$ cat config.mk
export PLATFORM = sky130hd
export DESIGN_NAME = tube_scan_ctrl
export DESIGN_NICKNAME = d
export VERILOG_FILES = /design/src/rtl/io_pkg.sv /design/src/rtl/seg_decoder.sv /design/src/rtl/tube_scan_ctrl.sv
export SDC_FILE = /design/constraint.sdc
export NUM_CORES = 1
export LEC_CHECK = 0
export ABC_AREA = 1
export CORE_MARGIN = 1
export CORE_UTILIZATION = 25
export DETAILED_ROUTE_END_ITERATION = 10
export GPL_TIMING_DRIVEN = 0
export RECOVER_POWER = 50
export SLEW_MARGIN = 20
export SYNTH_ARGS = -nofsm -noshare
export SYNTH_HDL_FRONTEND = slang
export SYNTH_SLANG_ARGS = --single-unit
$ cat constraint.sdc
create_clock -name clk -period 9.2 [get_ports clk]
set_input_delay 1.38 -clock clk [delete_from_list [all_inputs] [get_ports clk]]
set_output_delay 1.38 -clock clk [all_outputs]
set_load 0.02 [all_outputs]
$ cat src/rtl/io_pkg.sv
// Shared MMIO definitions for the display/IO blocks: tube register map,
// CTRL bit positions, the register bundle type and the scan FSM states.
package io_pkg;

    localparam logic [1:0] TUBE_ADDR_DATA     = 2'd0;
    localparam logic [1:0] TUBE_ADDR_DIGIT_EN = 2'd1;
    localparam logic [1:0] TUBE_ADDR_DP       = 2'd2;
    localparam logic [1:0] TUBE_ADDR_CTRL     = 2'd3;

    localparam int unsigned TUBE_CTRL_COMMIT_BIT = 0;
    localparam int unsigned TUBE_CTRL_RAW_BIT    = 1;

    // One copy of the display content; used for both shadow and active sets
    typedef struct packed {
        logic [31:0] data;
        logic [7:0]  digit_en;
        logic [7:0]  dp;
        logic        raw;
    } tube_regs_t;

    typedef enum logic {
        SCAN_BLANK = 1'b0,
        SCAN_SHOW  = 1'b1
    } scan_state_t;

endpackage

$ cat src/rtl/seg_decoder.sv
// Combinational hex nibble to seven-segment decoder.
// Output is active-high {g,f,e,d,c,b,a}.
module seg_decoder (
    input  logic [3:0] nibble,
    output logic [6:0] seg
);

    // Glyph lookup for 0-9, A, b, C, d, E, F
    always_comb begin
        seg = '0;
        case (nibble)
            4'h0: seg = 7'h3F;
            4'h1: seg = 7'h06;
            4'h2: seg = 7'h5B;
            4'h3: seg = 7'h4F;
            4'h4: seg = 7'h66;
            4'h5: seg = 7'h6D;
            4'h6: seg = 7'h7D;
            4'h7: seg = 7'h07;
            4'h8: seg = 7'h7F;
            4'h9: seg = 7'h6F;
            4'hA: seg = 7'h77;
            4'hB: seg = 7'h7C;
            4'hC: seg = 7'h39;
            4'hD: seg = 7'h5E;
            4'hE: seg = 7'h79;
            4'hF: seg = 7'h71;
        endcase
    end

endmodule

$ cat src/rtl/tube_scan_ctrl.sv
// Eight-digit seven-segment scan controller with shadow/active registers,
// frame-boundary commit and per-slot blanking gap.
// Optional macro TUBE_LEADING_ZERO_BLANK_EN: suppress leading zeros in hex mode.
module tube_scan_ctrl
    import io_pkg::*;
#(
    parameter int unsigned CLK_HZ       = 100_000_000,
    parameter int unsigned SCAN_HZ      = 1000,
    parameter int unsigned BLANK_CYCLES = 16
) (
    input  logic        clk,
    input  logic        rst,
    input  logic        wr_valid,
    output logic        wr_ready,
    input  logic [1:0]  wr_addr,
    input  logic [31:0] wr_data,
    output logic        busy,
    output logic        frame_done,
    output logic [7:0]  tube_en,
    output logic [7:0]  tube_seg
);

    localparam int unsigned DIV   = CLK_HZ / SCAN_HZ;
    localparam int unsigned CNT_W = (DIV > 1) ? $clog2(DIV) : 1;
    localparam logic [CNT_W-1:0] CNT_LAST = CNT_W'(DIV - 1);

    generate
        if (DIV < BLANK_CYCLES + 2) begin : g_div_check
            $error("tube_scan_ctrl: CLK_HZ/SCAN_HZ must be at least BLANK_CYCLES+2");
        end
    endgenerate

    scan_state_t      state, state_nxt;
    logic [CNT_W-1:0] cnt, cnt_nxt;
    logic [2:0]       dig, dig_nxt;
    logic             frame_cond;
    tube_regs_t       shadow, active;
    logic [4:0]       nib_lsb, raw_lsb;
    logic [3:0]       nib;
    logic [6:0]       hex;
    logic             lz_blank;
    logic [7:0]       en_d, seg_d;

    assign frame_cond = (dig == 3'd7) && (cnt == CNT_LAST);
    assign wr_ready   = ~busy;
    assign nib_lsb    = {dig, 2'b00};
    assign raw_lsb    = {dig[1:0], 3'b000};
    assign nib        = active.data[nib_lsb +: 4];

    seg_decoder u_seg_decoder (
        .nibble (nib),
        .seg    (hex)
    );

`ifdef TUBE_LEADING_ZERO_BLANK_EN
    logic [2:0] msd;

    // Highest enabled digit holding a non-zero nibble (0 when all are zero)
    always_comb begin
        msd = '0;
        for (int unsigned i = 0; i < 8; i++) begin
            if (active.digit_en[i] && (active.data[4*i +: 4] != 4'd0)) begin
                msd = 3'(i);
            end
        end
    end

    assign lz_blank = (dig > msd) && !active.dp[dig];
`else
    assign lz_blank = 1'b0;
`endif

    // Scan state register: slot counter, digit index and BLANK/SHOW phase
    always_ff @(posedge clk or posedge rst) begin
        if (rst) begin
            state <= SCAN_BLANK;
            cnt   <= '0;
            dig   <= '0;
        end else begin
            state <= state_nxt;
            cnt   <= cnt_nxt;
            dig   <= dig_nxt;
        end
    end

    // Next-state: counter wraps each slot, digit advances on wrap
    always_comb begin
        cnt_nxt = cnt + CNT_W'(1);
        dig_nxt = dig;
        if (cnt == CNT_LAST) begin
            cnt_nxt = '0;
            dig_nxt = dig + 3'd1;
        end
        state_nxt = (32'(cnt_nxt) < BLANK_CYCLES) ? SCAN_BLANK : SCAN_SHOW;
    end

    // Output decode for the current slot; registered below
    always_comb begin
        en_d  = '1;
        seg_d = '1;
        if (state == SCAN_SHOW) begin
            if (active.raw) begin
                if (!dig[2] && active.digit_en[dig]) begin
                    en_d  = ~(8'd1 << dig);
                    seg_d = ~active.data[raw_lsb +: 8];
                end
            end else if (active.digit_en[dig]) begin
                en_d = ~(8'd1 << dig);
                if (!lz_blank) begin
                    seg_d = ~{active.dp[dig], hex};
                end
            end
        end
    end

    // Registered pins and frame pulse
    always_ff @(posedge clk or posedge rst) begin
        if (rst) begin
            tube_en    <= '1;
            tube_seg   <= '1;
            frame_done <= 1'b0;
        end else begin
            tube_en    <= en_d;
            tube_seg   <= seg_d;
            frame_done <= frame_cond;
        end
    end

    // MMIO writes into shadow; commit copies shadow to active at frame end.
    // A commit accepted on the boundary cycle sees busy=0 there, so it waits
    // for the following boundary.
    always_ff @(posedge clk or posedge rst) begin
        if (rst) begin
            shadow <= '0;
            active <= '0;
            busy   <= 1'b0;
        end else begin
            if (frame_cond && busy) begin
                active <= shadow;
                busy   <= 1'b0;
            end
            if (wr_valid && !busy) begin
                case (wr_addr)
                    TUBE_ADDR_DATA:     shadow.data     <= wr_data;
                    TUBE_ADDR_DIGIT_EN: shadow.digit_en <= wr_data[7:0];
                    TUBE_ADDR_DP:       shadow.dp       <= wr_data[7:0];
                    TUBE_ADDR_CTRL: begin
                        shadow.raw <= wr_data[TUBE_CTRL_RAW_BIT];
                        if (wr_data[TUBE_CTRL_COMMIT_BIT]) begin
                            busy <= 1'b1;
                        end
                    end
                endcase
            end
        end
    end

endmodule

# Yosys cells after proc, flatten, opt, wreduce, memory -nomap -nowiden

Memories as Yosys holds them, arrays and structs flattened.
Cells that the tools add are included.
Widths: inputs -> output; s select.

Register bits: 137
Bits in read-only memories: 112
Bits of input ports: 37
Logic and storage cells: 61
Memories kept: 1

Memories:

| name            | depth | bits a word | read ports | clocked after Yosys merged registers in | wr ports | line              | source |
|---|---|---|---|---|---|---|---|
| (no name shown) | 16    | 7           | 1          | 0                                       | 0        | seg_decoder.sv:11 | `case (nibble)` |

Add/subtract/negate cells: 2
$lt $le $gt $ge: 2
Equality and inequality tests: 5
Shifts and indexed selects: 3
Mux-type cells: 18
Bitwise logic cells: 4
Reduce and logical (&&, ||, !) cells: 11

Operator list:

| operator              | number |
|---|---|
| $mux 8                | 8 |
| $shiftx 32x6->4       | 1 |
| $shiftx 32x6->8       | 1 |
| $not 8->8             | 3 |
| $add 17x1->17 const B | 1 |
| $eq 17x17->1 const B  | 1 |
| $lt 17x5->1 const B   | 1 |
| $mux 17               | 1 |
| $reduce_and 2->1      | 4 |
| $shl 1x3->8 const A   | 1 |
| $mux 1                | 7 |
| $bmux 1 s3            | 2 |
| $eq 2x2->1 const B    | 2 |
| $logic_and 1x1->1     | 4 |
| $lt 3x4->1 const B    | 1 |
| $add 3x1->3 const B   | 1 |
| $eq 3x3->1 const B    | 1 |
| $eq 2x1->1 const B    | 1 |
| $logic_not 1->1       | 2 |
| $logic_not 2->1       | 1 |
| $not 1->1             | 1 |

# Longest topological paths before layout

Gate-level depths: netlist of run 1.

Depth after elaboration: 7
Mapped depth: 14
Depth with buffers taken out: 13

# Hierarchy

From an unflattened synthesis of run 1, not the netlist that was laid out.

Cells, all modules: 826
Area total of the unflattened synthesis: 6,734.0 um^2

Modules (own cells, without submodules):

| module         | instances | cells each | area an instance (um^2) | seq. area each (um^2) |
|---|---|---|---|---|
| tube_scan_ctrl | 1         | 774        | 6,463.7                 | 3,448.3 |
| seg_decoder    | 1         | 52         | 270.3                   | 0.0 |

# Worst setup path before layout of run 1

No wires, ideal clock.

Path type: input to register
From: input wr_valid
To: register shadow[25] in the netlist's numbering
Setup time: 125 ps
Data arrival time: 2,222 ps
Slack: 6,853 ps
Stages on the path: 5
Cell sequence: inv_1 > nor2_1 > nand2_1 > clkbuf_1 > mux2_2

Word-level cells in the longest chain between the ends: 2

Ends and longest elaborated chain:

| element                           | line                  | source |
|---|---|---|
| start, declared                   | tube_scan_ctrl.sv:13  | `input logic wr_valid,` |
| $logic_and 1x1->1                 | tube_scan_ctrl.sv:142 | `if (wr_valid && !busy) begin` |
| $reduce_and 2->1 (no source line) | -                     |  |
| end, declared                     | tube_scan_ctrl.sv:37  | `tube_regs_t shadow, active;` |

Every way passes these cells.
A chain may end at the register's enable or synchronous reset.

# Worst setup path in the final report of run 1

From: register busy
To: output wr_ready

Word-level cells in the longest chain between the ends: 1

Ends and longest elaborated chain:

| element                | line                  | source |
|---|---|---|
| start, declared        | tube_scan_ctrl.sv:17  | `output logic busy,` |
| start signal, assigned | tube_scan_ctrl.sv:136 | `busy <= 1'b0;` |
| start signal, assigned | tube_scan_ctrl.sv:140 | `busy <= 1'b0;` |
| start signal, assigned | tube_scan_ctrl.sv:150 | `busy <= 1'b1;` |
| $not 1->1              | tube_scan_ctrl.sv:45  | `assign wr_ready = ~busy;` |
| end, declared          | tube_scan_ctrl.sv:14  | `output logic wr_ready,` |

Every way passes these cells.

==> results of run 1 <==
## kinds of logic (layout without fill, tap and decap cells)
family | Yosys count | count (layout)
AND/OR/NAND/NOR | 401 | 401
flip-flops | 137 | 137
buffers and inverters | 106 | 194
AO/OA/AOI/OAI | 87 | 87
multiplexers | 24 | 24
adder cells (fa/ha/maj) | 13 | 13
XOR/XNOR | 4 | 4
## worst paths after layout
path                            from          end
min in group asynchronous        rst       cnt[7]
max in group asynchronous        rst  tube_seg[3]
min                        active[7]    active[7]
max                             busy     wr_ready
max reg2reg                   cnt[0]   active[17]
min reg2reg                active[7]    active[7]
## registers in the layout (all words and copies together) (netlist names)
name,flops
shadow,49
active,49
tube_en,8
state,1
busy,1
cnt,17
dig,3
tube_seg,8
frame_done,1
## per-layer routing
metal | global-route usage, % | up-vias | part of all wire, %
li1 | - | 2654 | -
met1 | 19.0 | 2492 | 50
met2 | 18.6 | 115 | 44
met3 | 2.92 | 18 | 4.6
met4 | 3.54 | 0 | 1.2
met5 | 0 | - | 0
## synth_stat cells, drive strengths merged
cell type and number:
o21a 1, o22ai 2, buf 24, clkbuf 8, nand2 234, mux2 24, o211ai 1, a32oi 4
clkinv 4, dfstp 16, nand4 5, nor2 54, xor2 4, a21boi 1, nand3 106, ha 13
a21oi 32, o21ai 45, o21bai 1, dfrtp 121, inv 70, nand3b 2
## stage by stage
step	hold slack (ps)	setup slack, ps
final	474	5870
after floorplan	437	4180
after global routing	493	5690
after CTS	475	5780
after global placement	451	2190
after detailed placement	459	6190
## cell type report
class	instances	area, um2
Buffer	32	159
Clock buffer	19	433
Inverter	74	280
Clock inverter	13	158
Timing Repair Buffer	56	578
Sequential cell	137	3450
Tap cell	335	419
Multi-Input combinational cell	529	2680
Fill cell	2770	17900
## worst max-delay path, delay by kind of cell, from the launching register on
family | cells | cell delay, ps
buf+inv | 3 | 1150
flops | 1 | 380
## power by group through the flow
stage | Combinational, uW | Sequential (uW) | Clock [uW]
after floorplan | 14.6 | 621 | 0
after global placement | 35.3 | 623 | 0
after detailed placement | 37.7 | 623 | 0
after CTS | 37.7 | 612 | 710
after global routing | 41.2 | 612 | 737
final | 35.6 | 612 | 694
==> load_flow_metrics.sql, run 1 <==
INSERT INTO impl_metrics (metric_group, metric, value, unit) VALUES
('yosys', 'synthDistinctLibCells', '34', ''),
('yosys', 'synth.cell_area', '0.00666', 'mm2'),
('detailed_routing', 'drt_wl_total', '16300', 'um'),
('yosys', 'synth_largest_type_area_fraction', '45.5', '%'),
('clock_tree', 'post-cts-setup-buffer-count', '0', ''),
('floorplan', 'die_extent_in_y', '165', 'um'),
('clock_tree', 'postCtsHoldBufs', '0', ''),
('run_status', 'violated_checks', 'capacitance limit, slew limit', ''),
('timing', 'finalClockSkew', '10.9', 'ps'),
('critical_path', 'worst_r2r_path_depth', '9', ''),
('timing', 'drv_slew', '47', ''),
('floorplan', 'io-pin-count', '56', ''),
('clock_tree', 'clock_sinks', '137', ''),
('yosys', 'synth_top_family_by_area', 'simple AND/OR/NAND/NOR gates', ''),
('detailed_routing', 'routed_wire_length_per_instance', '13.6', 'um'),
('flow_run', 'maxCapViolCount', '1', ''),
('yosys', 'synth_xor_xnor_area_share', '0.526', '%'),
('global_route', 'antenna_violations_before_repair', '0', ''),
('timing', 'fmax', '301', 'MHz'),
('clock_tree', 'cts_max_path_buffers', '2', ''),
('yosys', 'top_post_synthesis_cells_by_area', 'sky130_fd_sc_hd__dfrtp_1 (45%), sky130_fd_sc_hd__nand2_1 (13%), sky130_fd_sc_hd__nand3_1 (7.7%), sky130_fd_sc_hd__dfstp_2 (6.3%), sky130_fd_sc_hd__mux2_2 (4.1%)', ''),
('detailed_routing', 'initialDrtViolationCount', '263', ''),
('cells_and_area', 'leading_cell_type_in_the_layout_fill_and_taps_excluded', 'sky130_fd_sc_hd__nand2_1', ''),
('cells_and_area', 'layout_overhead_on_the_synthesized_area', '22.5', '%'),
('critical_path', 'startpoint_type', 'register', ''),
('yosys', 'synth_compound_area_share', '7.74', '%'),
('power', 'sequentialPowerShare', '45.6', '%'),
('clock_tree', 'worst_skew_pair.late_latency', '420', 'ps'),
('timing', 'total_count_of_hold_check_failures_in_the_final_report', '0', ''),
('floorplan', 'design.core.area', '0.0261', 'mm2'),
('power', 'clock_power_share', '51.7', '%'),
('cells_and_area', 'final_nets', '897', ''),
('floorplan', 'die_width', '165', 'um'),
('yosys', 'synthesis.area_per_instance', '8.62', 'um2'),
('power', 'power_density', '164', 'mW/mm2'),
('global_route', 'grt_start_max_net_pins', '92', ''),
('hold_path', 'min_path_type', 'reg2reg', ''),
('power', 'switching_share', '22.9', '%'),
('clock_tree', 'cts_tree', 'done', ''),
('cells_and_area', 'layout.cells.most_common_list', 'sky130_fd_sc_hd__nand2_1 (231), sky130_fd_sc_hd__dfrtp_1 (121), sky130_fd_sc_hd__nand3_1 (104)', ''),
('detailed_routing', 'dr.pass1.iters', '4', ''),
('hold_path', 'whs_path_depth', '2', ''),
('placement', 'buffer_ports.inserted', '55', ''),
('timing', 'finalCritPeriodShare', '36.2', '%'),
('cells_and_area', 'finalCoreUtilization', '31.3', '%'),
('cells_and_area', 'final_cell_count_no_fill', '1195', ''),
('critical_path', 'critical-path-max-stage-delay', '570', 'ps'),
('power', 'p_total', '1340', 'uW'),
('detailed_routing', 'vias_per_cell', '4.42', ''),
('power', 'power_switching', '307', 'uW'),
('yosys', 'ys_ff_latch', '137', ''),
('critical_path', 'setup.worst_path.end_class', 'output port', ''),
('yosys', 'synth_sequential_area_ratio', '51.8', '%'),
('placement', 'placed_area', '0.00766', 'mm2'),
('cells_and_area', 'drive_gt1_share', '13.8', '%'),
('detailed_routing', 'route.antenna.remaining_nets', '0', ''),
('critical_path', 'cp.arrival', '1950', 'ps'),
('cells_and_area', 'final_area', '0.00816', 'mm2'),
('critical_path', 'worstPathRequired', '7820', 'ps'),
('clock_tree', 'cts_inserted_buffers', '17', ''),
('global_route', 'grt_overflow', '0', ''),
('timing', 'finalCriticalPeriod', '3330', 'ps'),
('run_status', 'status', 'finished, violations left', ''),
('critical_path', 'critPathSlowestCell', 'sky130_fd_sc_hd__clkdlybuf4s50_1', ''),
('timing', 'worst-slew-pin-transition', '2090', 'ps'),
('yosys', 'share_of_synthesized_cell_area_in_and_or_nand_and_nor_gates', '26.2', '%'),
('power', 'irDropWorstVdd', '85.6', 'uV'),
('timing', 'setup_repair_after_global_routing_missed_its_margin', 'no', ''),
('power', 'internal-power', '1030', 'uW'),
('critical_path', 'rrSetupSlack', '6360', 'ps'),
('timing', 'maxSlewHeadroom', '-40.2', '%');
(Power assumes the default switching activity.)
==> run 2: changes to the inputs <==
==> constraint.sdc (replaced) <==
create_clock -name clk -period 3.3 [get_ports clk]
set_input_delay 0.495 -clock clk [delete_from_list [all_inputs] [get_ports clk]]
set_output_delay 0.495 -clock clk [all_outputs]
set_load 0.02 [all_outputs]
==> run 2 against run 1 <==
  * The run now ends clean
  * Total power grew to 2.9 times the previous value
  * Wire length hardly changed
  * Design area is 2.2% higher
  * Flip-flop and latch count stayed put
  * Largest power group unchanged
  * Sequential share of layout area is 0.92 points lower
  * Sequential power grew to 2.8 times the previous value
  * Clock power grew to 3.0 times the previous value
  * Clock-buffer cell count is 2 lower
  * Via count is 0.63% higher
  * Worst setup slack worse by 5100 ps
==> load_flow_metrics.sql, run 2 (synthesis results as in run 1) <==
INSERT INTO impl_metrics (metric_group, metric, value, unit) VALUES
('global_route', 'grt_start_max_net_pins', '35', ''),
('detailed_routing', 'initialDrtViolationCount', '320', ''),
('placement', 'post-dp-hpwl', '12100', 'um'),
('timing', 'finalCritPeriodShare', '76.1', '%'),
('clock_tree', 'clock_sinks', '137', ''),
('clock_tree', 'cts_tree', 'done', ''),
('cells_and_area', 'layout.cells.most_common_list', 'sky130_fd_sc_hd__nand2_1 (230), sky130_fd_sc_hd__dfrtp_1 (121), sky130_fd_sc_hd__nand3_1 (103)', ''),
('timing', 'finalClockSkew', '16.4', 'ps'),
('floorplan', 'die_extent_in_y', '165', 'um'),
('cells_and_area', 'drive_gt1_share', '16.1', '%'),
('critical_path', 'setup.worst_path.end_class', 'output port', ''),
('placement', 'placed_area', '0.00771', 'mm2'),
('power', 'power_density', '469', 'mW/mm2'),
('floorplan', 'start_util', '25.5', '%'),
('timing', 'finalCriticalPeriod', '2510', 'ps'),
('critical_path', 'worst_r2r_path_depth', '14', ''),
('clock_tree', 'cts_resized', '0', ''),
('critical_path', 'r2r_end', 'tube_seg[3]', ''),
('clock_tree', 'cts_inserted_buffers', '17', ''),
('cells_and_area', 'n_antenna_cell', '0', ''),
('floorplan', 'placementRows', '59', ''),
('power', 'p_total', '3910', 'uW'),
('critical_path', 'crit_path_max_fanout', '10', ''),
('critical_path', 'startpoint_type', 'register', ''),
('clock_tree', 'postCtsHoldBufs', '0', ''),
('cells_and_area', 'ff_latch_area', '0.00345', 'mm2'),
('timing', 'setup_repair_after_global_routing_missed_its_margin', 'no', ''),
('cells_and_area', 'layout_overhead_on_the_synthesized_area', '25.3', '%'),
('hold_path', 'whs_path_depth', '2', ''),
('detailed_routing', 'vias_per_cell', '4.43', ''),
('global_route', 'grt_first_pass_wirelength', '26400', 'um'),
('hold_path', 'min_path_type', 'reg2reg', ''),
('clock_tree', 'cts_root_buffer', 'sky130_fd_sc_hd__clkbuf_16', ''),
('critical_path', 'rrSetupSlack', '890', 'ps'),
('placement', 'buffer_ports.inserted', '55', ''),
('timing', 'maxSlewHeadroom', '42.7', '%'),
('cells_and_area', 'final_nets', '900', ''),
('global_route', 'vias_in_the_first_global_route', '4934', ''),
('hold_path', 'worst_hold_startpoint', 'active[17]', ''),
('cells_and_area', 'multi_input_logic_area', '0.00272', 'mm2'),
('detailed_routing', 'number_of_drc_violations_after_detailed_routing', '0', ''),
('placement', 'gpl.final_weighted_congestion', '0.867', ''),
('timing', 'worst-slew-pin-transition', '854', 'ps'),
('global_route', 'grt_overflow', '0', ''),
('cells_and_area', 'final_cell_count_no_fill', '1198', ''),
('placement', 'place_inst', '1166', ''),
('detailed_routing', 'dr.pass1.iters', '7', ''),
('critical_path', 'cp.arrival', '2020', 'ps'),
('run_status', 'status', 'finished, final reports clean', ''),
('clock_tree', 'cts_max_level', '4', ''),
('critical_path', 'setup.worst_path.class', 'reg2out', ''),
('timing', 'layout_setup_ws', '790', 'ps'),
('cells_and_area', 'top_flop_regs', 'active (49), shadow (49), cnt (17)', ''),
('timing', 'fmax', '398', 'MHz'),
('critical_path', 'worstPathRequired', '2800', 'ps'),
('cells_and_area', 'fillCellCount', '2696', ''),
('detailed_routing', 'num_vias', '5312', ''),
('placement', 'preCtsSetupSlack', '976', 'ps'),
('floorplan', 'die_width', '165', 'um'),
('global_route', 'gr-usage-all-layers', '12.6', '%'),
('flow_run', 'maxCapViolCount', '0', ''),
('timing', 'total_count_of_hold_check_failures_in_the_final_report', '0', ''),
('floorplan', 'io-pin-count', '56', ''),
('power', 'irDropWorstVdd', '326', 'uV'),
('hold_path', 'worst_hold_end', 'active[17]', ''),
('clock_tree', 'cts_max_path_buffers', '2', ''),
('detailed_routing', 'routed_wire_length_per_instance', '13.6', 'um'),
('critical_path', 'crit-reg2reg-launch', 'dig[0]', ''),
('detailed_routing', 'route.antenna.remaining_nets', '0', ''),
('clock_tree', 'worst_skew_pair.late_latency', '430', 'ps'),
('detailed_routing', 'drt_wl_total', '16300', 'um'),
('cells_and_area', 'leading_cell_type_in_the_layout_fill_and_taps_excluded', 'sky130_fd_sc_hd__nand2_1', ''),
('power', 'leakagePower', '0.00405', 'uW'),
('global_route', 'antenna_violations_before_repair', '0', ''),
('clock_tree', 'clkSlewWorstSetupHoldPaths', '70', 'ps'),
('floorplan', 'design.core.area', '0.0261', 'mm2'),
('floorplan', 'fp.dieArea', '0.0273', 'mm2'),
('timing', 'drv_slew', '0', ''),
('clock_tree', 'post-cts-setup-buffer-count', '0', ''),
('cells_and_area', 'final_area', '0.00834', 'mm2'),
('timing', 'worst_hold_slack', '476', 'ps'),
('timing', 'final-setup-viol-count', '0', '');
[run 2: cell types whose count changed in the layout (fill, tap and decap cells not counted), sizes merged]
cell / previous run / this run
buf: 16 / 27
clkbuf: 36 / 26
clkinv: 6 / 8
clkinvlp: 3 / 1
bufinv: 2 / 3
inv: 76 / 77
[run 2: metal layers]
metal / track usage, % / share of wire [%] / up-vias / wire (um)
met5: 0 / 0 / - / 0
met4: 3.63 / 0.87 / 0 / 142
met3: 2.62 / 4.4 / 12 / 720
met2: 18.7 / 44 / 131 / 7250
met1: 18.1 / 50 / 2518 / 8190
li1: - / - / 2651 / -
[run 2: report_power, final]
part           leakage (uW)  total (uW)  switching, uW  internal [uW]
registers           0.00182        1710           10.6           1700
logic               0.00191         105           50.9           53.8
clock network      0.000319        2100            857           1240
[run 2: worst max-delay path by stage]
stage | slack [ps] | endpoint | from
final | 790 | wr_ready | busy
after global routing | 680 | wr_ready | busy
after CTS | 780 | wr_ready | busy
after detailed placement | 980 | tube_seg[3] | dig[0]
after global placement | -200 | busy | rst
after floorplan | 1110 | active[0] | rst
[run 2: metrics by stage]
stage	setup TNS, ps	utilization, %
global placement	-22900	29.3
finish	0	32.0
CTS	0	32.1
global route	0	32.0
floorplan	0	-
detailed placement	0	29.6
[run 2: cell type report]
type	instances	area share, %
Tap cell	335	5.03
Sequential cell	137	41.4
Timing Repair Buffer	59	7.38
Clock buffer	17	5.10
Clock inverter	15	2.73
Inverter	74	3.36
Multi-Input combinational cell	529	32.6
Buffer	32	2.42
[run 2: critical path, cell delays in order (launching register included)]
cell and delay, ps:
sky130_fd_sc_hd__dfrtp_1 370, sky130_fd_sc_hd__clkbuf_1 530, sky130_fd_sc_hd__inv_1 130, sky130_fd_sc_hd__clkdlybuf4s50_1 570
==> run 3: changes to the inputs <==
==> constraint.sdc (replaced) <==
create_clock -name clk -period 2.05 [get_ports clk]
set_input_delay 0.3075 -clock clk [delete_from_list [all_inputs] [get_ports clk]]
set_output_delay 0.3075 -clock clk [all_outputs]
set_load 0.02 [all_outputs]
==> run 3 against run 2 <==
  * Clock skew hardly changed
  * Core utilization is 0.28 points higher
  * Sequential share of layout area decreased by 0.31 points
  * Clock-buffer cell count is the same
  * Flip-flop and latch count did not move
  * Non-clock buffer count increased by 2
  * Die area unchanged
  * Worst hold slack got worse by 47 ps
  * Design area increased by 0.87%
  * Cell count increased by 0.17%
  * Largest power group unchanged
==> load_flow_metrics.sql, run 3 (synthesis results as in run 1) <==
INSERT INTO impl_metrics (metric_group, metric, value, unit) VALUES
('floorplan', 'fp.dieArea', '0.0273', 'mm2'),
('floorplan', 'io-pin-count', '56', ''),
('cells_and_area', 'fillCellCount', '2687', ''),
('floorplan', 'design.core.area', '0.0261', 'mm2'),
('run_status', 'status', 'finished, final reports clean', ''),
('cells_and_area', 'n_antenna_cell', '0', ''),
('power', 'comb_power_share', '2.6', '%'),
('floorplan', 'die_extent_in_y', '165', 'um'),
('cells_and_area', 'top_flop_regs', 'active (49), shadow (49), cnt (17)', ''),
('global_route', 'grt_first_pass_wirelength', '26400', 'um'),
('clock_tree', 'clock_sinks', '137', ''),
('critical_path', 'crit_path_max_fanout', '10', ''),
('critical_path', 'worstSetupStartpoint', 'dig[0]', ''),
('timing', 'drv_slew', '0', ''),
('global_route', 'grt_start_max_net_pins', '35', ''),
('cells_and_area', 'final_cell_count_no_fill', '1200', ''),
('flow_run', 'maxCapViolCount', '0', ''),
('clock_tree', 'cts_max_level', '4', ''),
('detailed_routing', 'vias_per_cell', '4.42', ''),
('power', 'internal-power', '4810', 'uW'),
('clock_tree', 'cts_root_buffer', 'sky130_fd_sc_hd__clkbuf_16', ''),
('critical_path', 'setup.worst_path.class', 'reg2reg', ''),
('floorplan', 'die_width', '165', 'um'),
('timing', 'finalCriticalPeriod', '1940', 'ps'),
('placement', 'gpl.final_weighted_congestion', '0.867', ''),
('timing', 'finalClockSkew', '16.0', 'ps'),
('critical_path', 'crit-reg2reg-launch', 'dig[0]', ''),
('clock_tree', 'cts_tree', 'done', ''),
('placement', 'place_inst', '1166', ''),
('critical_path', 'cp.arrival', '2270', 'ps'),
('clock_tree', 'worst_skew_pair.late_latency', '420', 'ps'),
('global_route', 'antenna_violations_before_repair', '0', ''),
('timing', 'layout_setup_ws', '114', 'ps'),
('cells_and_area', 'layout_overhead_on_the_synthesized_area', '26.3', '%'),
('clock_tree', 'clkSlewWorstSetupHoldPaths', '70', 'ps'),
('power', 'clock_power_share', '53.7', '%'),
('timing', 'fmax', '517', 'MHz'),
('power', 'sequentialPowerShare', '43.7', '%'),
('timing', 'setup_repair_after_global_routing_missed_its_margin', 'yes', ''),
('detailed_routing', 'routed_wire_length_per_instance', '13.6', 'um'),
('clock_tree', 'postCtsHoldBufs', '0', ''),
('cells_and_area', 'final_nets', '902', ''),
('timing', 'final-setup-viol-count', '0', ''),
('detailed_routing', 'initialDrtViolationCount', '314', ''),
('clock_tree', 'cts_max_path_buffers', '2', ''),
('power', 'irDropWorstVdd', '524', 'uV'),
('critical_path', 'worst_r2r_path_depth', '12', ''),
('detailed_routing', 'number_of_drc_violations_after_detailed_routing', '0', ''),
('floorplan', 'placementRows', '59', ''),
('timing', 'worst_hold_slack', '429', 'ps'),
('cells_and_area', 'layout.cells.most_common_list', 'sky130_fd_sc_hd__nand2_1 (228), sky130_fd_sc_hd__dfrtp_1 (118), sky130_fd_sc_hd__nand3_1 (102)', ''),
('global_route', 'vias_in_the_first_global_route', '4938', ''),
('timing', 'finalCritPeriodShare', '94.4', '%'),
('power', 'power_switching', '1480', 'uW'),
('timing', 'maxSlewHeadroom', '48.7', '%'),
('critical_path', 'worstPathRequired', '2380', 'ps'),
('critical_path', 'cp-endpoint', 'tube_seg[3]', ''),
('global_route', 'grt_overflow', '0', ''),
('critical_path', 'startpoint_type', 'register', ''),
('cells_and_area', 'ff_latch_area', '0.00345', 'mm2'),
('timing', 'total_count_of_hold_check_failures_in_the_final_report', '0', ''),
('placement', 'buffer_ports.inserted', '55', ''),
('critical_path', 'rrSetupSlack', '110', 'ps'),
('placement', 'post-dp-hpwl', '12100', 'um'),
('floorplan', 'start_util', '25.5', '%'),
('power', 'p_total', '6290', 'uW'),
('clock_tree', 'cts_inserted_buffers', '17', ''),
('cells_and_area', 'multi_input_logic_area', '0.00276', 'mm2'),
('detailed_routing', 'num_vias', '5298', ''),
('cells_and_area', 'leading_cell_type_in_the_layout_fill_and_taps_excluded', 'sky130_fd_sc_hd__nand2_1', ''),
('power', 'switching_share', '23.5', '%'),
('timing', 'worst-slew-pin-transition', '770', 'ps'),
('detailed_routing', 'dr.pass1.iters', '4', ''),
('critical_path', 'setup.worst_path.end_class', 'register', ''),
('placement', 'preCtsSetupSlack', '-274', 'ps'),
('detailed_routing', 'route.antenna.remaining_nets', '0', ''),
('hold_path', 'min_path_type', 'in2async', ''),
('detailed_routing', 'drt_wl_total', '16400', 'um'),
('cells_and_area', 'drive_gt1_share', '18.0', '%'),
('cells_and_area', 'finalCoreUtilization', '32.3', '%'),
('global_route', 'gr-usage-all-layers', '12.6', '%'),
('critical_path', 'r2r_end', 'tube_seg[3]', ''),
('power', 'power_density', '747', 'mW/mm2'),
('power', 'leakagePower', '0.00407', 'uW');
==> run 3: power by group through the flow <==
stage	registers [uW]	logic, uW	clock network [uW]
after CTS	2750	182	3450
after detailed placement	2800	181	0
after global placement	2800	160	0
after global routing	2750	187	3580
final	2750	164	3380
after floorplan	2790	65.9	0
==> run 3: through the flow <==
stage	area, um2	TNS [ps]
after global routing	8410	-11.4
after CTS	8400	0
after floorplan	6660	0
after global placement	7630	-162020
final	8410	0
after detailed placement	7710	-907
==> run 3: final cells by class <==
class | instances | share of cell area, %
buffer | 30 | 2.56
clock buffer | 17 | 5.06
clock inverter | 15 | 2.71
inverter | 74 | 3.39
multi-input combinational | 529 | 32.8
sequential | 137 | 41.0
tap | 335 | 4.98
timing repair buffer | 63 | 7.42
==> run 3: worst min-delay path by stage <==
stage               depth (start not counted)    endpoint       start
CTS                                         2     cnt[16]         rst
floorplan                                   2  active[13]  active[13]
global placement                            2   active[2]   active[2]
detailed placement                          2  active[17]  active[17]
global route                                2     cnt[16]         rst
finish                                      2     cnt[16]         rst
==> run 3: critical path: stages (launching register included) <==
cell	delay, ps
sky130_fd_sc_hd__dfrtp_2	460
sky130_fd_sc_hd__buf_6	170
sky130_fd_sc_hd__nand2_1	120
sky130_fd_sc_hd__nand3_1	90
sky130_fd_sc_hd__nand3_1	100
sky130_fd_sc_hd__nand2_2	80
sky130_fd_sc_hd__buf_4	160
sky130_fd_sc_hd__ha_1	210
sky130_fd_sc_hd__nand3b_1	160
sky130_fd_sc_hd__nand3_1	80
sky130_fd_sc_hd__nand3_1	60
sky130_fd_sc_hd__nand2_1	60
sky130_fd_sc_hd__nand2_1	90
==> run 3: what timing repair did <==
| item | CTS | global route |
|---|---|---|
| buffers inserted | 2 | 2 |
| resized for setup | 12 | 14 |
| pin swaps | 1 | 1 |
| setup endpoints to repair | 8 | 54 |
==> run 3: metal layers <==
metal / vias to the layer above / wire length [um] / GRT usage, %
li1: 2662 / - / -
met1: 2516 / 8320 / 18.1
met2: 106 / 7280 / 18.7
met3: 14 / 613 / 2.62
met4: 0 / 169 / 3.75
met5: - / 0 / 0
